<file path="src/rtl/mem_arbiter.sv">
// mem_arbiter: byte-serial RAM/IO arbiter between instruction fetch and the
// load/store buffer. Words are moved one byte per cycle, little-endian.
// Optional build macro: MEM_ARB_RR_EN -- round-robin tie-break between the
// two requesters. When it is undefined the LSB always wins a tie.
module mem_arbiter (
  input  logic        clk_in,
  input  logic        rst_n_in,
  input  logic        rdy_in,
  input  logic        clear,
  input  logic        if_req,
  input  logic [31:0] if_addr,
  output logic        if_ready,
  output logic [31:0] if_data,
  input  logic        lsb_req,
  input  logic        lsb_we,
  input  logic [1:0]  lsb_len,
  input  logic [31:0] lsb_addr,
  input  logic [31:0] lsb_wdata,
  output logic        lsb_ready,
  output logic [31:0] lsb_rdata,
  input  logic [7:0]  mem_din,
  output logic [7:0]  mem_dout,
  output logic [31:0] mem_a,
  output logic        mem_wr,
  input  logic        io_buffer_full,
  output logic        mem_busy
);

  typedef enum logic [1:0] {
    S_IDLE   = 2'd0,
    S_IFETCH = 2'd1,
    S_LOAD   = 2'd2,
    S_STORE  = 2'd3
  } state_t;

  state_t      r_state;
  logic [2:0]  r_cnt;       // index of the byte currently on the bus
  logic [2:0]  r_n;         // bytes in the current transfer (1, 2 or 4)
  logic [31:0] r_base;
  logic [31:0] r_wdata;
  logic [31:0] r_buf;       // read data assembly
  logic        r_if_ready;
  logic        r_lsb_ready;

  state_t      w_state_nxt;
  logic [2:0]  w_cnt_nxt;
  logic        w_if_ready_nxt;
  logic        w_lsb_ready_nxt;
  logic        w_grant;
  logic        w_sample;
  logic        w_can_grant;
  logic        w_pick_lsb;
  logic [2:0]  w_n_grant;
  logic [31:0] w_addr;
  logic        w_stall;
  logic [1:0]  w_byte_idx;

  // Address of the current byte; the 32-bit add wraps naturally.
  assign w_addr     = r_base + {29'd0, r_cnt};
  // A store to the I/O window waits while the sink is full.
  assign w_stall    = (r_state == S_STORE) && (w_addr[17:16] == 2'b11) && io_buffer_full;
  // The byte arriving on mem_din belongs to the address of the previous cycle.
  assign w_byte_idx = r_cnt[1:0] - 2'd1;
  // No new request is taken while a done pulse is still visible.
  assign w_can_grant = !clear && !r_if_ready && !r_lsb_ready;

`ifdef MEM_ARB_RR_EN
  logic r_last_lsb;         // 1 when the most recent grant went to the LSB

  // On a tie, favour whichever side was not served last.
  always_comb begin
    w_pick_lsb = lsb_req && (!if_req || !r_last_lsb);
  end

  // Remember who won the most recent grant.
  always_ff @(posedge clk_in or negedge rst_n_in) begin
    if (!rst_n_in) begin
      r_last_lsb <= 1'b0;
    end else if (rdy_in && w_grant) begin
      r_last_lsb <= w_pick_lsb;
    end
  end
`else
  // Fixed priority: the LSB always wins a tie.
  always_comb begin
    w_pick_lsb = lsb_req;
  end
`endif

  // Byte count of the transfer about to be granted (len 3 behaves as a word).
  always_comb begin
    w_n_grant = 3'd4;
    if (w_pick_lsb) begin
      case (lsb_len)
        2'd0:    w_n_grant = 3'd1;
        2'd1:    w_n_grant = 3'd2;
        default: w_n_grant = 3'd4;
      endcase
    end
  end

  // Next-state, byte counter and done-pulse decode.
  always_comb begin
    // NOTE: every output of this block gets a default first, so no path can
    // leave one unassigned and infer a latch.
    w_state_nxt     = r_state;
    w_cnt_nxt       = r_cnt;
    w_if_ready_nxt  = 1'b0;
    w_lsb_ready_nxt = 1'b0;
    w_grant         = 1'b0;
    w_sample        = 1'b0;
    case (r_state)
      S_IDLE: begin
        w_cnt_nxt = 3'd0;
        if (w_can_grant) begin
          if (w_pick_lsb) begin
            w_grant     = 1'b1;
            w_state_nxt = lsb_we ? S_STORE : S_LOAD;
          end else if (if_req) begin
            w_grant     = 1'b1;
            w_state_nxt = S_IFETCH;
          end
        end
      end
      S_IFETCH, S_LOAD: begin
        if (clear) begin
          w_state_nxt = S_IDLE;
          w_cnt_nxt   = 3'd0;
        end else begin
          w_sample = (r_cnt != 3'd0);
          if (r_cnt == r_n) begin
            w_state_nxt     = S_IDLE;
            w_cnt_nxt       = 3'd0;
            w_if_ready_nxt  = (r_state == S_IFETCH);
            w_lsb_ready_nxt = (r_state == S_LOAD);
          end else begin
            w_cnt_nxt = r_cnt + 3'd1;
          end
        end
      end
      S_STORE: begin
        // A started store always completes; clear is ignored here.
        if (!w_stall) begin
          if (r_cnt == r_n - 3'd1) begin
            w_state_nxt     = S_IDLE;
            w_cnt_nxt       = 3'd0;
            w_lsb_ready_nxt = 1'b1;
          end else begin
            w_cnt_nxt = r_cnt + 3'd1;
          end
        end
      end
      default: begin
        w_state_nxt = S_IDLE;
        w_cnt_nxt   = 3'd0;
      end
    endcase
  end

  // State, transfer context and read assembly; frozen while rdy_in is low.
  always_ff @(posedge clk_in or negedge rst_n_in) begin
    // NOTE: sequential state uses non-blocking assignments so every register
    // sees the pre-edge values of the others, independent of statement order.
    if (!rst_n_in) begin
      r_state     <= S_IDLE;
      r_cnt       <= 3'd0;
      r_n         <= 3'd0;
      r_base      <= 32'd0;
      r_wdata     <= 32'd0;
      r_buf       <= 32'd0;
      r_if_ready  <= 1'b0;
      r_lsb_ready <= 1'b0;
    end else if (rdy_in) begin
      r_state     <= w_state_nxt;
      r_cnt       <= w_cnt_nxt;
      r_if_ready  <= w_if_ready_nxt;
      r_lsb_ready <= w_lsb_ready_nxt;
      if (w_grant) begin
        r_base  <= w_pick_lsb ? lsb_addr : if_addr;
        r_wdata <= lsb_wdata;
        r_n     <= w_n_grant;
        // Cleared here so short loads come out zero-extended.
        r_buf   <= 32'd0;
      end else if (w_sample) begin
        r_buf[{w_byte_idx, 3'b000} +: 8] <= mem_din;
      end
    end
  end

  // Bus outputs decode from the current state; IDLE drives everything to 0.
  always_comb begin
    mem_a    = 32'd0;
    mem_dout = 8'd0;
    mem_wr   = 1'b0;
    if (r_state != S_IDLE) begin
      mem_a = w_addr;
    end
    if (r_state == S_STORE) begin
      mem_dout = r_wdata[{r_cnt[1:0], 3'b000} +: 8];
      mem_wr   = rdy_in && !w_stall;
    end
  end

  assign mem_busy  = (r_state != S_IDLE);
  assign if_ready  = r_if_ready;
  assign lsb_ready = r_lsb_ready;
  assign if_data   = r_buf;
  assign lsb_rdata = r_buf;

endmodule

</file>
<file path="config.mk">
export PLATFORM = sky130hd
export DESIGN_NAME = mem_arbiter
export DESIGN_NICKNAME = d
export VERILOG_FILES = /design/src/rtl/mem_arbiter.sv
export SDC_FILE = /design/constraint.sdc
export NUM_CORES = 1
export LEC_CHECK = 0
export CAP_MARGIN = 20
export CORE_MARGIN = 8
export CORE_UTILIZATION = 25
export DETAILED_ROUTE_END_ITERATION = 10
export SETUP_SLACK_MARGIN = 0.05
export SLEW_MARGIN = 15
export SYNTH_ARGS = -nofsm -noshare
export SYNTH_HDL_FRONTEND = slang
export SYNTH_SLANG_ARGS = --single-unit
</file>
<file path="constraint.sdc">
create_clock -name clk_in -period 4.8 [get_ports clk_in]
set_input_delay 1.44 -clock clk_in [delete_from_list [all_inputs] [get_ports clk_in]]
set_output_delay 1.44 -clock clk_in [all_outputs]
set_load 0.03 [all_outputs]
</file>
# Yosys cells after proc, flatten, opt, wreduce, memory -nomap -nowiden
# Index checks and enable logic that the tools add are counted.
[classes]
n_addsub = 5
eq_ne = 12
shift = 3
mux = 37
n_reduce_logical = 19
[op_table]
columns = ["op", "count"]
rows = [
  ["two-way mux 32 bit", 4],
  ["adder 32 x 3 -> 32 bit", 1],
  ["bitwise mux 32 bit", 1],
  ["variable shift 8 x 7 -> 32 bit, first input constant", 1],
  ["indexed part select 32 x 6 -> 8 bit", 1],
  ["indexed part select 8 x 7 -> 32 bit", 1],
  ["two-way mux 1 bit", 15],
  ["two-way mux 3 bit", 5],
  ["two-way mux 2 bit", 7],
  ["one-hot mux 3 bit (3 select lines)", 1],
  ["two-way mux 8 bit", 1],
  ["negation 5 -> 7 bit", 1],
  ["equality test 2 bit, second input constant", 3],
  ["equality test 3 bit", 2],
  ["!= test 3 bit, second input constant", 2],
  ["one-hot mux 2 bit (3 select lines)", 1],
  ["one-hot mux 3 bit (2 select lines)", 1],
  ["AND reduction 2 bit", 3],
  ["AND reduction 6 bit", 1],
  ["logical AND 1 bit", 5],
  ["equality test 2 x 1 -> 1 bit, second input constant", 2],
  ["zero test 1 bit", 4],
  ["zero test 2 bit", 2],
  ["!= test 2 bit, second input constant", 2],
  ["8 further kinds", 9],
]
[word_totals]
regBits = 106
input_bits = 114
out_inout_bits = 108
elab_cells = 84

# Longest topological paths before layout
[logic_depth]
word_depth = 7
depth_mapped = 11
mapped_depth_nobuf = 8

# Least setup slack after synthesis
# OpenSTA, ideal clock, no wires.
[synth_timing]
path_kind = "flip-flop to output port"
startpoint = "register r_cnt[0]"
endpoint = "output port mem_wr"
t_arrival_ns = 2.449
t_required_ns = 3.360
path_slack_ns = 0.911
path_stages_with_launch = 9
n_path_buf = 0
cell_sequence = "dfrtp_1 -> ha_1 -> fa_1 -> a21oi_2 -> nor4_2 -> and4b_1 -> o311a_1 -> nor2_2 -> and2_1"
[synth_via]
elab_chain_cells = 7
[synth_lines]
columns = ["item", "line", "source"]
rows = [
  ["from (decl)", "37", "logic [2:0] r_cnt;"],
  ["from (signal assigned)", "175", "r_cnt <= w_cnt_nxt;"],
  ["adder 32 x 3 -> 32 bit", "59", "assign w_addr = r_base + {29'd0, r_cnt};"],
  ["equality test 2 bit", "61", "assign w_stall = (r_state == S_STORE) && (w_addr[17:16] == 2'b11) && io_buffer_full;"],
  ["logical AND 1 bit (2 in a row)", "61", ""],
  ["zero test 1 bit", "200", "mem_wr = rdy_in && !w_stall;"],
  ["logical AND 1 bit", "200", ""],
  ["two-way mux 1 bit", "198", "if (r_state == S_STORE) begin"],
  ["to (decl)", "24", "output logic mem_wr,"],
]
# Every way passes these cells.

# Final worst setup path
# Same ends and word-level chain as after synthesis.

==> metrics.txt <==
hold buffer count at cts 0; mux share of post-synthesis cell area 9.040%; postcts setup bufs 0; fin crit period between 4000 and 5000 ps; num rows 57; I/O Pins 222; Initial DRT Pass Iterations 4; First DRT Iteration DRCs 156; Remaining Overflow, GRT 0; Residual DRC 0; Post-Synth Simple-Gate Area 21.58%; Area Growth Syn to Fin 44.02%; Vias 5000; Worst path top cell family by delay simple AND/OR/NAND/NOR gates; worst-margin pin slew 1021 ps; vias per cell 4.359; fill count roughly 2500; die area between 20000 and 30000 µm²; Crit. End Element primary output; H-tree Lvls 3; IO buf count roughly 220; Cells after Synth 638; r2r setup slk around 1300 ps; Synth area leaders dfrtp_1 (44%), nand2_1 (10%), mux2i_1 (5.8%), buf_4 (4.1%), o21ai_0 (3.9%); worst path required time about 3400 ps; Adder-Cell Fraction of Synth Area about 3.4%; crit path launch type flop; worst hold slack 474.3 ps; Skew-Pair Late Insertion Delay around 360 ps; gpl congestion 0.7653; unrepaired setup endpoints after global routing no; peak supply drop 0.0002144 V; Netlist cell types 55; Synth Area in Compound Gates between 10% and 20%; worst path cell trace ha_1, fa_1, a21oi_2, nor4_2, buf_4, and4b_1, o311a_1, nor2_2, and2_1, buf_4; Setup TNS 0 ps; max-slew violations 0; Final Net Count 948; Detail Placement HPWL 14300 µm; ys flop type dfrtp_1; vias in the first global route 5213; CP max stage cell fa_1; routed len/inst 15.96 µm; outcome finished clean; PD cells 506.2 nW/µm²; layout cell share with drive strength beyond 1 8.870%; Critical Path Fanout Max 6; cts bufs inserted 9; Avg Inst Size Synth around 9.5 µm²; initial antenna violation count 1; Inserted Diodes 0; Core Area 24030 µm²; Worst Setup Path Type reg -> out; clk slew on worst S/H paths 80 ps; YS warnings 0; leak pwr 3.786 nW; CTS Root Cell clkbuf_16; CTS resizes 0; Die Y 171.4 µm; largest area contributor in the netlist dfrtp_1; flops & latches, synth 106; Final Hold Fails 0; Rel. slew slack 31.96%; CTS tree done; largest family of logic cells by synthesized area simple AND/OR/NAND/NOR gates; All-Layer GR Usage approximately 12%; initial core utilization 25.11%; largest net degree at the start of global routing 63; Crit path top cell by count buf_4; syn nets approximately 770; commonest non-fill, non-tap cell in the layout clkdlybuf4s50_1; Critical Path Max Stage Delay about 430 ps; antenna viol nets, final 0; global-route wire length before repair 28510 µm; Setup-failing EPs final 0; most frequent cells in the layout clkdlybuf4s50_1 (202), nand2_1 (167), dfrtp_1 (106); EDFF count, synth 0; Yosys top cell area share 43.96%; Max Clock Skew 11.75 ps; final clock period utilization by the worst path 93.65%; worst path bufs/invs 2; HP Class reg -> reg; asr flop ratio synth 100.0%; CTS sink count 106; max frequency 0.2225 GHz; Synth Area in XOR/XNOR 4.893%; Synth Cell Area between 6000 and 7000 µm²; drt total wl 18300 µm; Die Wd 171.4 µm; Clock Path Buffers 2; Max Cap Viol 0; share of the yosys chip area belonging to registers 43.96%; CP arrival between 3000 and 4000 ps
==> cells by family (layout without fill, tap and decap cells) <==
kind of cell / count (synthesis) / count (layout)
AO/OA/AOI/OAI: 93 / 93
XOR/XNOR: 32 / 32
adder cells (fa/ha/maj): 16 / 16
buffers and inverters: 72 / 257
flip-flops: 106 / 106
multiplexers: 44 / 44
AND/OR/NAND/NOR: 275 / 275
==> routing by layer <==
layer	GRT usage, %	share of wire, %	vias up
met5	0	0.071	-
met4	3.176	0.99	2
met3	2.639	5.1	14
met2	21.58	49	109
met1	15.30	44	2368
li1	-	-	2507
==> cell usage after synthesis, types with 2 or more instances <==
cell type and n:
nand2_1 168, dfrtp_1 106, o21ai_0 47, nor2_1 41, mux2i_1 35, buf_4 33
clkbuf_1 23, a22o_1 21, xor2_1 17, ha_1 15, nand3_1 14, xnor2_1 14
and2_1 12, inv_1 10, mux4_2 8, a21oi_1 5, nor2b_1 5, nor3_1 5
or3_1 5, nand4_1 4, a21o_1 3, a21oi_2 3, and3_1 3, buf_2 3
nor4b_4 3, o41ai_1 3, and4_1 2, nor2_2 2, nor4_4 2
==> metrics by stage <==
step           utilization (%)  power (W)  worst slack (ps)  instance area (µm²)  std cells
2_1_floorplan                -   0.002848             911.3                 6035        638
3_3_place_gp             34.90   0.003668             594.6                 8388       1131
3_5_place_dp             34.90   0.003699             552.5                 8388       1131
4_1_cts                  36.16   0.004486             249.2                 8691       1147
5_1_grt                  36.16   0.004711             93.08                 8691       1147
6_report                 36.16   0.004399             304.7                 8691       1147
==> area by class of cell <==
class / instances / area, µm² / area share (%)
Tap cell: 324 / 405.4 / 4.665
Timing Repair Buffer: 230 / 2305 / 26.52
Inverter: 11 / 41.29 / 0.4751
Clock buffer: 9 / 225.2 / 2.591
Multi-Input combinational cell: 460 / 2984 / 34.34
Sequential cell: 106 / 2653 / 30.52
Clock inverter: 7 / 77.57 / 0.8926
==> where the power goes <==
group          internal, W  switching (W)  total, W
sequential         0.00120       0.000277   0.00148
clock             0.000374       0.000389  0.000763
combinational     0.000942        0.00121   0.00215
total              0.00252        0.00188   0.00440
==> sequential cells by signal, summed over array words and instances, names as in the netlist <==
name       cells
r_state        2
r_wdata       32
r_n            3
lsb_ready      1
r_cnt          3
if_data       32
if_ready       1
r_base        32
==> worst paths after layout <==
path	end	depth (start not counted)	start
setup reg to reg	if_data[12]	8	r_state[1]
setup / recovery	mem_wr	10	r_cnt[0]
min in group asynchronous	r_base[21]	1	rst_n_in
hold / removal	r_wdata[8]	2	r_wdata[8]
max in group asynchronous	r_wdata[26]	2	rst_n_in
hold reg to reg	r_wdata[8]	2	r_wdata[8]
==> worst min-delay path: stages, from the launching register on <==
cell and delay [ps]:
dfrtp_1 340, nand2_1 50, nand2_1 50
Power figures use the tool's default switching activity.
